### src/rtl/pipelined_gen_alu.sv
// pipelined_gen_alu: WIDTH-bit add/sub/bitwise ALU. The carry chain is split into
// STAGES registered slices, with valid/ready handshakes on the input and output sides.
// Optional feature macro: ALU_SAT_EN. When it is defined, ADD/SUB saturate on signed
// overflow. When it is undefined, results wrap around in two's complement.
module pipelined_gen_alu #(
    parameter int unsigned WIDTH  = 8,
    parameter int unsigned STAGES = 2
) (
    input  logic             clk,
    input  logic             rst_n,
    input  logic             in_valid,
    output logic             in_ready,
    input  logic [2:0]       op,
    input  logic [WIDTH-1:0] a,
    input  logic [WIDTH-1:0] b,
    output logic             out_valid,
    input  logic             out_ready,
    output logic [WIDTH-1:0] result,
    output logic             cout,
    output logic             ovf
);

    localparam int unsigned S = WIDTH / STAGES;

    localparam logic [2:0] OP_ADD  = 3'b000;
    localparam logic [2:0] OP_SUB  = 3'b001;
    localparam logic [2:0] OP_AND  = 3'b010;
    localparam logic [2:0] OP_OR   = 3'b011;
    localparam logic [2:0] OP_XOR  = 3'b100;
    localparam logic [2:0] OP_XNOR = 3'b101;
    localparam logic [2:0] OP_NAND = 3'b110;
    localparam logic [2:0] OP_NOR  = 3'b111;

    // Stage registers; index k holds the output of slice k.
    logic             r_valid [STAGES];
    logic [2:0]       r_op    [STAGES];
    logic [WIDTH-1:0] r_a     [STAGES];
    logic [WIDTH-1:0] r_b     [STAGES];
    logic [WIDTH-1:0] r_res   [STAGES];
    logic             r_carry [STAGES];
    logic             r_ovf   [STAGES];

    // Next-state values produced by each slice.
    logic             nxt_valid [STAGES];
    logic [2:0]       nxt_op    [STAGES];
    logic [WIDTH-1:0] nxt_a     [STAGES];
    logic [WIDTH-1:0] nxt_b     [STAGES];
    logic [WIDTH-1:0] nxt_res   [STAGES];
    logic             nxt_carry [STAGES];
    logic             nxt_ovf   [STAGES];

    logic [STAGES-1:0] adv;
    logic              rdy_q;

    // Backward advance chain: a stage moves when it is empty or its successor moves.
    always_comb begin
        adv = '0;
        adv[STAGES-1] = !r_valid[STAGES-1] || out_ready;
        for (int k = int'(STAGES) - 2; k >= 0; k--) begin
            adv[k] = !r_valid[k] || adv[k+1];
        end
    end

    // rdy_q holds in_ready low until one edge after reset is released.
    assign in_ready = rdy_q && adv[0];

    for (genvar k = 0; k < int'(STAGES); k++) begin : g_slice
        logic             i_valid;
        logic [2:0]       i_op;
        logic [WIDTH-1:0] i_a;
        logic [WIDTH-1:0] i_b;
        logic [WIDTH-1:0] i_res;
        logic             i_carry;

        if (k == 0) begin : g_head
            assign i_valid = in_valid && in_ready;
            assign i_op    = op;
            assign i_a     = a;
            assign i_b     = b;
            assign i_res   = '0;
            assign i_carry = (op == OP_SUB);
        end else begin : g_body
            assign i_valid = r_valid[k-1];
            assign i_op    = r_op[k-1];
            assign i_a     = r_a[k-1];
            assign i_b     = r_b[k-1];
            assign i_res   = r_res[k-1];
            assign i_carry = r_carry[k-1];
        end

        logic [S-1:0]     s_a;
        logic [S-1:0]     s_braw;
        logic [S-1:0]     s_b;
        logic [S:0]       s_sum;
        logic [S-1:0]     s_bits;
        logic             arith;
        logic             c_msb;
        logic             v_c;
        logic [WIDTH-1:0] res_c;

        // Slice datapath: S-bit add (b inverted for SUB) or per-slice bitwise op.
        always_comb begin
            arith  = (i_op[2:1] == 2'b00);
            s_a    = i_a[k*S +: S];
            s_braw = i_b[k*S +: S];
            s_b    = (i_op == OP_SUB) ? ~s_braw : s_braw;
            s_sum  = {1'b0, s_a} + {1'b0, s_b} + (S+1)'(i_carry);
            s_bits = '0;
            case (i_op)
                OP_ADD, OP_SUB: s_bits = s_sum[S-1:0];
                OP_AND:         s_bits = s_a & s_braw;
                OP_OR:          s_bits = s_a | s_braw;
                OP_XOR:         s_bits = s_a ^ s_braw;
                OP_XNOR:        s_bits = ~(s_a ^ s_braw);
                OP_NAND:        s_bits = ~(s_a & s_braw);
                OP_NOR:         s_bits = ~(s_a | s_braw);
                default:        s_bits = '0;
            endcase
            res_c = i_res;
            res_c[k*S +: S] = s_bits;
            // Carry into the slice MSB, recovered from the sum bit and the operand bits.
            c_msb = s_a[S-1] ^ s_b[S-1] ^ s_sum[S-1];
            v_c   = arith && (c_msb ^ s_sum[S]);
`ifdef ALU_SAT_EN
            // The operand signs agree on overflow, so a's sign gives the direction.
            if ((k == int'(STAGES) - 1) && v_c) begin
                res_c = s_a[S-1] ? {1'b1, {(WIDTH-1){1'b0}}} : {1'b0, {(WIDTH-1){1'b1}}};
            end
`endif
        end

        assign nxt_valid[k] = i_valid;
        assign nxt_op[k]    = i_op;
        assign nxt_a[k]     = i_a;
        assign nxt_b[k]     = i_b;
        assign nxt_res[k]   = res_c;
        assign nxt_carry[k] = arith && s_sum[S];
        assign nxt_ovf[k]   = v_c;
    end

    // Stage registers. A stage loads data only when it advances with a valid entry.
    always_ff @(posedge clk or negedge rst_n) begin
        if (!rst_n) begin
            rdy_q <= 1'b0;
            for (int k = 0; k < int'(STAGES); k++) begin
                r_valid[k] <= 1'b0;
                r_op[k]    <= '0;
                r_a[k]     <= '0;
                r_b[k]     <= '0;
                r_res[k]   <= '0;
                r_carry[k] <= 1'b0;
                r_ovf[k]   <= 1'b0;
            end
        end else begin
            rdy_q <= 1'b1;
            for (int k = 0; k < int'(STAGES); k++) begin
                if (adv[k]) begin
                    r_valid[k] <= nxt_valid[k];
                    if (nxt_valid[k]) begin
                        r_op[k]    <= nxt_op[k];
                        r_a[k]     <= nxt_a[k];
                        r_b[k]     <= nxt_b[k];
                        r_res[k]   <= nxt_res[k];
                        r_carry[k] <= nxt_carry[k];
                        r_ovf[k]   <= nxt_ovf[k];
                    end
                end
            end
        end
    end

    assign out_valid = r_valid[STAGES-1];
    assign result    = r_res[STAGES-1];
    assign cout      = r_carry[STAGES-1];
    assign ovf       = r_ovf[STAGES-1];

endmodule

### config.mk
export PLATFORM = sky130hd
export DESIGN_NAME = pipelined_gen_alu
export DESIGN_NICKNAME = d
export VERILOG_FILES = /design/src/rtl/pipelined_gen_alu.sv
export SDC_FILE = /design/constraint.sdc
export NUM_CORES = 1
export LEC_CHECK = 0
export ABC_CLOCK_PERIOD_IN_PS = 7410
export BUFFER_PORTS_ARGS = -buffer_cell sky130_fd_sc_hd__buf_4
export CORE_ASPECT_RATIO = 1.25
export CORE_UTILIZATION = 55
export DETAILED_ROUTE_END_ITERATION = 7
export HOLD_SLACK_MARGIN = 0.1
export PLACE_DENSITY = 0.82
export REMOVE_ABC_BUFFERS = 1
export SLEW_MARGIN = 0
export SYNTH_ARGS = -nofsm -noshare
export SYNTH_HDL_FRONTEND = slang
export SYNTH_SLANG_ARGS = --single-unit
### constraint.sdc
create_clock -name clk -period 7.41 [get_ports clk]
set_input_delay 0 -clock clk [delete_from_list [all_inputs] [get_ports clk]]
set_output_delay 0 -clock clk [all_outputs]
set_load 0.02 [all_outputs]
==> flow_metrics.env, run 1 <==
export IMPL_status="finished with violations"
export IMPL_violations="DRC"
export IMPL_path_max_fanout=14
export IMPL_clk_pin_slew_ns=0.06
export IMPL_dieWidth_microns=57.0
export IMPL_start_util_pct=58.8
export IMPL_power_density_mw_per_mm2=246
export IMPL_internal_power_uw=412
export IMPL_synth_mux_area_fraction_pct=10.6
export IMPL_critPathKind="reg2reg"
export IMPL_cts_tree="built"
export IMPL_ant_nets=0
export IMPL_setup_viol=0
export IMPL_grt_usage_pct=21.2
export IMPL_wl_per_cell_microns=12.3
export IMPL_hold_depth=2
export IMPL_synth_compound_area_share_pct=10.6
export IMPL_die_area_sq_mm=0.00404
export IMPL_power_leakage_uw=0.00126
export IMPL_swShare_pct=34.7
export IMPL_grt_pass1_vias=1603
export IMPL_period_share_pct=36.5
export IMPL_ys_types=30
export IMPL_synth_fa_ha_area_share_pct=16.7
export IMPL_clockPowerShare_pct=22.0
export IMPL_synth_top_family_by_area="adder cells"
export IMPL_arrival_ns=2.90
export IMPL_slew_viol_final=0
export IMPL_io_pins=35
export IMPL_synth_top_area_share_pct=34.8
export IMPL_wl_met1_mm=1.45
export IMPL_area_delta_synth_final_pct=23.2
export IMPL_synth_largest_area_cell="dfrtp_1"
export IMPL_grt_pass1_wl_mm=6.51
export IMPL_grt_remaining_overflow=0
export IMPL_required_ns=7.61
export IMPL_ys_ff_latch=29
export IMPL_synth_area_top_cells="dfrtp_1 35%, ha_1 14%, mux2_2 9.2%"
export IMPL_worstSetupEndpointType="flop"
export IMPL_antenna_cells=0
export IMPL_max_freq_ghz=0.370
export IMPL_synthXorXnorAreaFrac_pct=9.67
export IMPL_synth_seq_area_share_pct=34.8
export IMPL_cts_hold_buf=12
export IMPL_synthCells=218
export IMPL_wl_mm=3.71
export IMPL_synth_simple_gate_area_share_pct=11.5
export IMPL_die_y_microns=70.8
export IMPL_fin_setup_tns_ns=0
export IMPL_post_cts_buffers=0
export IMPL_period_minus_slack_ns=2.70
export IMPL_seqPwrFrac_pct=36.3
export IMPL_hpwl_mm=2.87
export IMPL_cts_buffer_depth=2
export IMPL_place_gp_congestion=0.902
export IMPL_vias=1590
export IMPL_drive_gt1_share_pct=22.5
export IMPL_synth_area_per_cell_sq_um=9.56
export IMPL_io_buffers=34
export IMPL_route_detailed_vias_per_inst=5.28
export IMPL_rsz0062_at_grt="false"
export IMPL_cts_sinks=29
export IMPL_synth_area_sq_mm=0.00208
export IMPL_coreArea_sq_mm=0.00354
export IMPL_drt_pass1_iter_count=6
export IMPL_skew_ns=0.00418
export IMPL_max_vdd_ir_drop_mv=0.109
export IMPL_power_total_uw=632
export IMPL_cts_buffers=5
export IMPL_final_util_pct=72.5
export IMPL_htreeDepth=2
export IMPL_start_kind="flop"
export IMPL_tightest_slew_ns=0.754
export IMPL_ys_warnings_count=0
export IMPL_root_buffer="clkbuf_8"
export IMPL_switchingPower_uw=219
export IMPL_drc=2
export IMPL_grt_max_degree=30
export IMPL_top_layer="met4"
export IMPL_finalHoldViolCount=0
export IMPL_antenna_found_initial=0
export IMPL_maxCapViolCount=0
export IMPL_finalNetCount=310
export IMPL_r2r_cells=10
export IMPL_wl_met3_microns=105
export IMPL_comb_power_share_pct=41.7
export IMPL_wl_met2_mm=2.06
export IMPL_drt_iter0_markers=51
export IMPL_rows=24
export IMPL_relSlewSlack_pct=49.6
export IMPL_cts_resized=0
export IMPL_hp_class="in2reg"
export IMPL_clock_latency_ns=0.28
## flip-flops by register name, indices dropped and copies added, names as in the netlist
register / flops
g_slice.i_carry: 1
g_slice.i_valid: 1
g_slice.i_res: 4
g_slice.i_a: 4
cout: 1
ovf: 1
rdy_q: 1
g_slice.i_b: 4
out_valid: 1
g_slice.i_op: 3
result: 8
## power groups by stage
stage	logic [uW]	clock network, uW	registers, uW
3_3_place_gp	251	0	230
5_1_grt	295	148	235
4_1_cts	266	143	230
2_1_floorplan	149	0	253
6_report	264	139	229
3_5_place_dp	259	0	232
## synthesized netlist by cell type (all sizes together)
cell type and instances:
a211oi 2, nand3 3, nand3b 1, and2 2, nor2b 2, a311o 1
nand2 19, buf 3, nand2b 8, dfrtp 29, mux2i 3, o31a 1
mux2 17, nor2 10, a22o 1, a21o 2, ha 23, inv 22
clkbuf 7, conb 1, xnor2 18, xor2 5, o21ai 15, nor3 2
a221o 1, a311oi 2, and3 2, fa 3, or4b 1, a21oi 12
## layout make-up
cell class	instances	area, sq um
Clock buffer	7	96.3
Clock inverter	1	5.00
Fill cell	271	976
Inverter	22	82.6
Multi-Input combinational cell	157	1230
Sequential cell	29	726
Tap cell	39	48.8
Timing Repair Buffer	46	375
## kinds of logic after synthesis
| logic type | Yosys count |
|---|---|
| AOI/OAI and AO/OA | 37 |
| xor gates and xnor gates | 23 |
| adders and majority gates | 26 |
| buffers and inverters | 32 |
| DFF | 29 |
| muxes | 20 |
| other | 1 |
| and+or+nand+nor | 50 |
## cells in the final DEF (no fill, tap or decap), drive strengths merged, types with 2 or more instances in the layout
cell and n:
a211oi 2, a21o 2, a21oi 12, a311oi 2
and2 2, and3 2, buf 34, clkbuf 7
dfrtp 29, dlygate4sd3 12, fa 3, ha 23
inv 22, mux2 17, mux2i 3, nand2 19
nand2b 8, nand3 3, nor2 10, nor2b 2
nor3 2, o21ai 15, xnor2 18, xor2 5
## routing by layer
| metal | vias up | GRT usage, % |
|---|---|---|
| met1 | 746 | 20.6 |
| met5 | - | 0 |
| met3 | 8 | 3.66 |
| met2 | 29 | 41.8 |
| li1 | 807 | - |
| met4 | 0 | 10.6 |
## metrics by stage
| step | worst slack (ns) | std cells | area [sq um] | hold slack, ns |
|---|---|---|---|---|
| 2_1_floorplan | 4.98 | 208 | 2040 | -0.296 |
| 3_3_place_gp | 4.83 | 281 | 2350 | -0.0651 |
| 3_5_place_dp | 4.74 | 281 | 2350 | -0.0594 |
| 4_1_cts | 4.73 | 301 | 2570 | 0.117 |
| 5_1_grt | 4.51 | 301 | 2570 | 0.132 |
| 6_report | 4.71 | 301 | 2570 | 0.118 |
## final timing paths
path                       slack [ns]                              to                            from
max                              4.71           result[6]$_DFFE_PN0P_  g_slice[1].i_op[1]$_DFFE_PN0P_
min                              0.12  g_slice[1].i_op[0]$_DFFE_PN0P_                           op[0]
max reg2reg                      4.71           result[6]$_DFFE_PN0P_  g_slice[1].i_op[1]$_DFFE_PN0P_
min reg2reg                      0.48           result[6]$_DFFE_PN0P_           result[6]$_DFFE_PN0P_
max in group asynchronous        6.97                 ovf$_DFFE_PN0P_                           rst_n
min in group asynchronous        0.17   g_slice[1].i_b[6]$_DFFE_PN0P_                           rst_n
## worst max-delay path: stages (launching register included)
cell and delay (ns):
dfrtp_1 0.51, nor2_1 0.22, and2_1 0.30, xnor2_1 0.12, fa_1 0.41, fa_1 0.42, xnor2_1 0.18, nor2_1 0.06
a211oi_1 0.21, a21oi_1 0.06, o21ai_0 0.14
Note: power is estimated with default switching activity, not from simulation.
==> inputs of run 2 (changes only) <==
ABC_AREA = 1   (was unset)
ABC_CLOCK_PERIOD_IN_PS = 2400   (was 7410)
CORE_UTILIZATION = 51   (was 55)
PLACE_DENSITY = 0.8   (was 0.82)
clock period = 2.4 ns   (was 7.41 ns; I/O delays follow)
==> run 2 against run 1 <==
Effect of this change:
- the flow now finishes without violations
- setup slack got worse by 4.6 ns
- worst hold slack better by 0.046 ns
- count of clock-buffer cells in the layout unchanged
- sequential share of layout area is 2.2 points lower
- register-to-register slack worse by 4.6 ns
- via count grew 29%
- combinational power grew to 2.9 times the previous value
- die area increased by 13%
- largest power group unchanged
- highest routed layer unchanged
==> flow_metrics.env, run 2 <==
export IMPL_status="finished, final reports clean"
export IMPL_die_area_sq_mm=0.00457
export IMPL_htreeDepth=2
export IMPL_hp_class="in2reg"
export IMPL_synth_edff_count=0
export IMPL_multiInputGateArea_sq_mm=0.00126
export IMPL_synth_largest_area_cell="dfrtp_1"
export IMPL_skew_ns=0.00452
export IMPL_synthCells=294
export IMPL_rsz0062_at_grt="false"
export IMPL_ff_latch_area_sq_um=726
export IMPL_grt_pass1_wl_mm=8.00
export IMPL_r2r_slack_ns=0.14
export IMPL_coreArea_sq_mm=0.00410
export IMPL_final_cell_mix="59 x nand2_1, 45 x inv_1, 40 x buf_4"
export IMPL_grt_pass1_vias=1898
export IMPL_reg2reg_from="g_slice[1].i_op[2]$_DFFE_PN0P_"
export IMPL_route_detailed_vias_per_inst=5.08
export IMPL_ys_ff_latch=29
export IMPL_required_ns=2.56
export IMPL_synth_top_area_share_pct=33.1
export IMPL_finalHoldViolCount=0
export IMPL_power_density_mw_per_mm2=701
export IMPL_setup_viol=0
export IMPL_start_util_pct=53.5
export IMPL_slew_viol_final=0
export IMPL_grt_usage_pct=24.2
export IMPL_num_fill_cells=353
export IMPL_path_max_fanout=4
export IMPL_ys_types=28
export IMPL_rows=26
export IMPL_finalNetCount=397
export IMPL_synthArstFlopShare_pct=100
export IMPL_synth_area_sq_mm=0.00219
export IMPL_area_delta_synth_final_pct=26.8
export IMPL_power_leakage_uw=0.00146
export IMPL_fin_setup_tns_ns=0
export IMPL_antenna_found_initial=0
export IMPL_yosysMostFrequentCell="nand2_1"
export IMPL_crit_end="ovf$_DFFE_PN0P_"
export IMPL_ant_nets=0
export IMPL_grt_remaining_overflow=0
export IMPL_wl_mm=4.87
export IMPL_drt_pass1_iter_count=4
export IMPL_reg2reg_to="ovf$_DFFE_PN0P_"
export IMPL_arrival_ns=2.42
export IMPL_drive_gt1_share_pct=15.5
export IMPL_synth_seq_area_share_pct=33.1
export IMPL_drc=0
export IMPL_final_common_cell="nand2_1"
export IMPL_synth_area_per_cell_sq_um=7.46
export IMPL_post_cts_buffers=0
export IMPL_worstSetupEndpointType="flop"
export IMPL_dieWidth_microns=60.7
export IMPL_vias=2058
export IMPL_max_freq_ghz=0.442
export IMPL_cts_tree="built"
export IMPL_cts_buffer_depth=2
export IMPL_final_util_pct=67.9
export IMPL_period_minus_slack_ns=2.26
export IMPL_clk_pin_slew_ns=0.06
export IMPL_cp_slowest_cell="fa_1"
export IMPL_cpPeakStageDelay_ns=0.41
export IMPL_r2r_cells=9
export IMPL_wl_per_cell_microns=12.0
export IMPL_critPathKind="reg2reg"
export IMPL_startpoint="g_slice[1].i_op[2]$_DFFE_PN0P_"
export IMPL_synthFlopType="dfrtp_1"
export IMPL_start_kind="flop"
export IMPL_die_y_microns=75.3
export IMPL_cts_sinks=29
export IMPL_synth_commonest_cells="59 x nand2_1, 45 x inv_1, 38 x nor2_1, 29 x dfrtp_1, 23 x ha_1"
export IMPL_drt_iter0_markers=78
export IMPL_io_pins=35
export IMPL_power_total_uw=1950
export IMPL_hpwl_mm=3.68
export IMPL_clock_latency_ns=0.28
export IMPL_max_vdd_ir_drop_mv=0.260
export IMPL_io_buffers=34
export IMPL_worstPathCellList="nor2_4 -> nand2_1 -> xor2_1 -> fa_1 -> fa_1 -> nand3b_1 -> nand2_1 -> xnor2_1 -> o21ai_0"
export IMPL_maxCapViolCount=0
export IMPL_largest_reg_flops=8
export IMPL_grt_max_degree=30
export IMPL_period_share_pct=94.2
export IMPL_ys_warnings_count=0
export IMPL_synth_area_top_cells="dfrtp_1 33%, ha_1 13%, nand2_1 10%"
export IMPL_place_gp_congestion=0.876
export IMPL_root_buffer="clkbuf_8"
export IMPL_cts_buffers=5
export IMPL_antenna_cells=0
-- run 2: cell count changes in the layout (fill, tap and decap cells not counted), sizes merged, moves of 10 or more --
| cell | previous run | this run |
|---|---|---|
| inv | 22 | 45 |
| nand2 | 19 | 60 |
| nand3 | 3 | 19 |
| mux2 | 17 | 0 |
| nor2 | 10 | 40 |
| xnor2 | 18 | 3 |
| o21ai | 15 | 25 |
-- run 2: worst min path at each step --
stage / startpoint / slack, ns / end / cells after the start
after floorplan: rst_n / -0.30 / cout$_DFFE_PN0P_ / 0
after global routing: a[3] / 0.18 / g_slice[1].i_carry$_DFFE_PN0P_ / 4
after global placement: rst_n / -0.06 / g_slice[1].i_a[7]$_DFFE_PN0P_ / 1
final: a[3] / 0.16 / g_slice[1].i_carry$_DFFE_PN0P_ / 4
after CTS: a[3] / 0.16 / g_slice[1].i_carry$_DFFE_PN0P_ / 4
after detailed placement: rst_n / -0.06 / g_slice[1].i_a[7]$_DFFE_PN0P_ / 1
-- run 2: cell families (layout without fill, tap and decap cells) --
group | after synthesis | count (layout) | synth area share [%]
xor+xnor | 10 | 10 | 3.99
flops | 29 | 29 | 33.1
fa+ha+maj | 26 | 26 | 15.8
compound gates | 47 | 47 | 11.9
other cells | 1 | 1 | 0.171
simple gates | 128 | 128 | 25.4
buf+inv | 53 | 108 | 9.63
-- run 2: critical path, delay by kind of cell (launching register included) --
kind | cells | cell delay, ns
fa+ha+maj | 2 | 0.82
flops | 1 | 0.40
simple gates | 4 | 0.53
compound gates | 1 | 0.08
xor+xnor | 2 | 0.31
-- run 2: through the flow --
| stage | setup slack (ns) | instances | cell area (sq um) | hold WS, ns |
|---|---|---|---|---|
| finish | 0.138 | 405 | 2780 | 0.164 |
| global route | 0.0287 | 405 | 2780 | 0.182 |
| CTS | 0.128 | 405 | 2780 | 0.156 |
| detailed placement | 0.150 | 383 | 2530 | -0.0617 |
| global placement | 0.203 | 383 | 2530 | -0.0632 |
| floorplan | 0.101 | 287 | 2160 | -0.296 |
-- run 2: area by class of cell --
class | count | area share [%]
clock inverters | 1 | 1.08
repair buffers | 54 | 15.8
multi-input cells | 212 | 45.2
flip-flops and latches | 29 | 26.1
well taps | 56 | 2.52
inverters | 46 | 6.21
clock buffers | 7 | 3.10
-- run 2: metal layers --
layer	up-vias	wire, microns	global-route usage, %
met1	928	1900	24.4
met5	-	0	0
li1	1046	-	-
met3	20	178	5.09
met2	64	2510	43.0
met4	0	278	18.7
-- run 2: power by group --
group          internal [uW]  switching [uW]
registers                596            69.7
logic                    331             437
clock network            338             179
total                   1260             686
-- run 2: timing repair --
| item | in CTS | in global routing |
|---|---|---|
| hold buffers | 14 | 0 |
| gates resized for setup | 0 | 0 |
| endpoints found under the setup margin | 0 | 0 |
| endpoints found under the hold margin | 44 | 0 |
==> inputs of run 3 (changes only) <==
CORE_MARGIN = 2   (was unset)
==> run 3 against run 2 <==
Effect of this change:
- non-clock buffer count down 1
- setup slack worse by 0.018 ns
- sequential power about the same
- fmax is 0.79% lower
- via count down 0.24%
- wire length down 0.16%
- critical path depth unchanged
- clock skew grew 0.0012 ns
- total power down 6.2%
- critical path type unchanged
==> flow_metrics.env, run 3 (synthesis gave the netlist of run 2 again) <==
export IMPL_finalHoldViolCount=0
export IMPL_worstPathCellList="nor2_4 -> nand2_1 -> xor2_1 -> fa_1 -> fa_1 -> nand3b_1 -> nand2_1 -> xnor2_1 -> o21ai_0"
export IMPL_drc=0
export IMPL_drt_pass1_iter_count=4
export IMPL_io_buffers=34
export IMPL_die_area_sq_mm=0.00485
export IMPL_grt_usage_pct=22.2
export IMPL_timing_hold_ws_ns=0.119
export IMPL_wl_per_cell_microns=12.1
export IMPL_cts_resized=0
export IMPL_cts_buffers=5
export IMPL_grt_pass1_wl_mm=8.49
export IMPL_start_util_pct=53.5
export IMPL_io_pins=35
export IMPL_final_cells=403
export IMPL_path_max_fanout=4
export IMPL_drt_iter0_markers=73
export IMPL_place_gp_congestion=0.888
export IMPL_final_cell_mix="59 x nand2_1, 45 x inv_1, 40 x buf_4"
export IMPL_wl_met3_microns=197
export IMPL_htreeDepth=2
export IMPL_power_total_uw=1830
export IMPL_period_minus_slack_ns=2.28
export IMPL_max_freq_ghz=0.439
export IMPL_hold_end="g_slice[1].i_valid$_DFFE_PN0N_"
export IMPL_power_density_mw_per_mm2=667
export IMPL_rows=26
export IMPL_r2r_cells=9
export IMPL_ant_nets=0
export IMPL_dieWidth_microns=62.7
export IMPL_dp_cells=383
export IMPL_cts_sinks=29
export IMPL_cts_buffer_depth=2
export IMPL_fin_area_sq_mm=0.00274
export IMPL_hpwl_mm=3.81
export IMPL_wl_met2_mm=2.57
export IMPL_dpl_cell_area_sq_mm=0.00253
export IMPL_clock_latency_ns=0.28
export IMPL_wl_met1_mm=1.93
export IMPL_area_delta_synth_final_pct=25.0
export IMPL_hold_depth=4
export IMPL_required_ns=2.56
export IMPL_slew_viol_final=0
export IMPL_root_buffer="clkbuf_8"
export IMPL_worstSetupEndpointType="flop"
export IMPL_status="finished, final reports clean"
export IMPL_num_fill_cells=357
export IMPL_top_layer="met4"
export IMPL_finalNetCount=396
export IMPL_cpPeakStageDelay_ns=0.42
export IMPL_antenna_cells=0
export IMPL_drive_gt1_share_pct=15.3
export IMPL_vias=2053
export IMPL_fin_setup_tns_ns=0
export IMPL_cts_tree="built"
export IMPL_cp_slowest_cell="fa_1"
export IMPL_hp_class="in2reg"
export IMPL_rsz0062_at_grt="false"
export IMPL_antenna_found_initial=0
export IMPL_power_leakage_uw=0.00145
export IMPL_setup_viol=0
export IMPL_reg2reg_from="g_slice[1].i_op[2]$_DFFE_PN0P_"
export IMPL_skew_ns=0.00570
export IMPL_reg2reg_to="ovf$_DFFE_PN0P_"
export IMPL_worstHoldStart="in_valid"
export IMPL_coreArea_sq_mm=0.00410
export IMPL_grt_pass1_vias=2015
export IMPL_period_share_pct=95.0
export IMPL_post_cts_buffers=0
export IMPL_maxCapViolCount=0
export IMPL_final_common_cell="nand2_1"
export IMPL_arrival_ns=2.44
export IMPL_die_y_microns=77.3
export IMPL_clk_pin_slew_ns=0.06
export IMPL_wl_mm=4.86
export IMPL_largest_reg_flops=8
export IMPL_start_kind="flop"
export IMPL_max_vdd_ir_drop_mv=0.271
export IMPL_r2r_slack_ns=0.12
export IMPL_grt_max_degree=30
export IMPL_grt_remaining_overflow=0
export IMPL_route_detailed_vias_per_inst=5.09
export IMPL_critPathKind="reg2reg"
export IMPL_cts_hold_buf=13
-- run 3: per-stage QoR --
stage          utilization, %  worst slack (ns)
2_1_floorplan               -             0.101
4_1_cts                  66.9             0.110
5_1_grt                  66.9            0.0192
3_5_place_dp             61.6             0.131
6_report                 66.9             0.120
3_3_place_gp             61.6             0.207
-- run 3: report_power, final --
group          leakage [uW]  switching (uW)  internal (uW)
Clock             0.0000443             171            227
Combinational       0.00104             437            330
Sequential         0.000357            68.7            596
-- run 3: how the worst max path moves through the flow --
stage          depth (start not counted)               to                            from  slack (ns)
2_1_floorplan                          9  ovf$_DFFE_PN0P_  g_slice[1].i_op[2]$_DFFE_PN0P_        0.10
3_3_place_gp                           9  ovf$_DFFE_PN0P_  g_slice[1].i_op[2]$_DFFE_PN0P_        0.21
3_5_place_dp                           9  ovf$_DFFE_PN0P_  g_slice[1].i_op[2]$_DFFE_PN0P_        0.13
4_1_cts                                9  ovf$_DFFE_PN0P_  g_slice[1].i_op[2]$_DFFE_PN0P_        0.11
5_1_grt                                9  ovf$_DFFE_PN0P_  g_slice[1].i_op[2]$_DFFE_PN0P_        0.02
6_report                               9  ovf$_DFFE_PN0P_  g_slice[1].i_op[2]$_DFFE_PN0P_        0.12
-- run 3: critical path, delay by kind of cell, from the launching register on --
kind	cells	cell delay, ns
xor+xnor	2	0.31
fa+ha+maj	2	0.83
simple gates	4	0.54
flops	1	0.40
compound gates	1	0.09
-- run 3: routing by layer --
layer  vias up  track usage [%]
met2        54             43.1
met5         -                0
met3        16             3.62
met4         0             11.8
met1       940             22.4
li1       1043                -
-- run 3: cell type report --
type / count / area, sq um / share of cell area [%]
multi-input cells: 212 / 1260 / 45.8
flip-flops and latches: 29 / 726 / 26.5
repair buffers: 53 / 430 / 15.7
inverters: 46 / 173 / 6.30
clock buffers: 7 / 86.3 / 3.15
well taps: 56 / 70.1 / 2.55
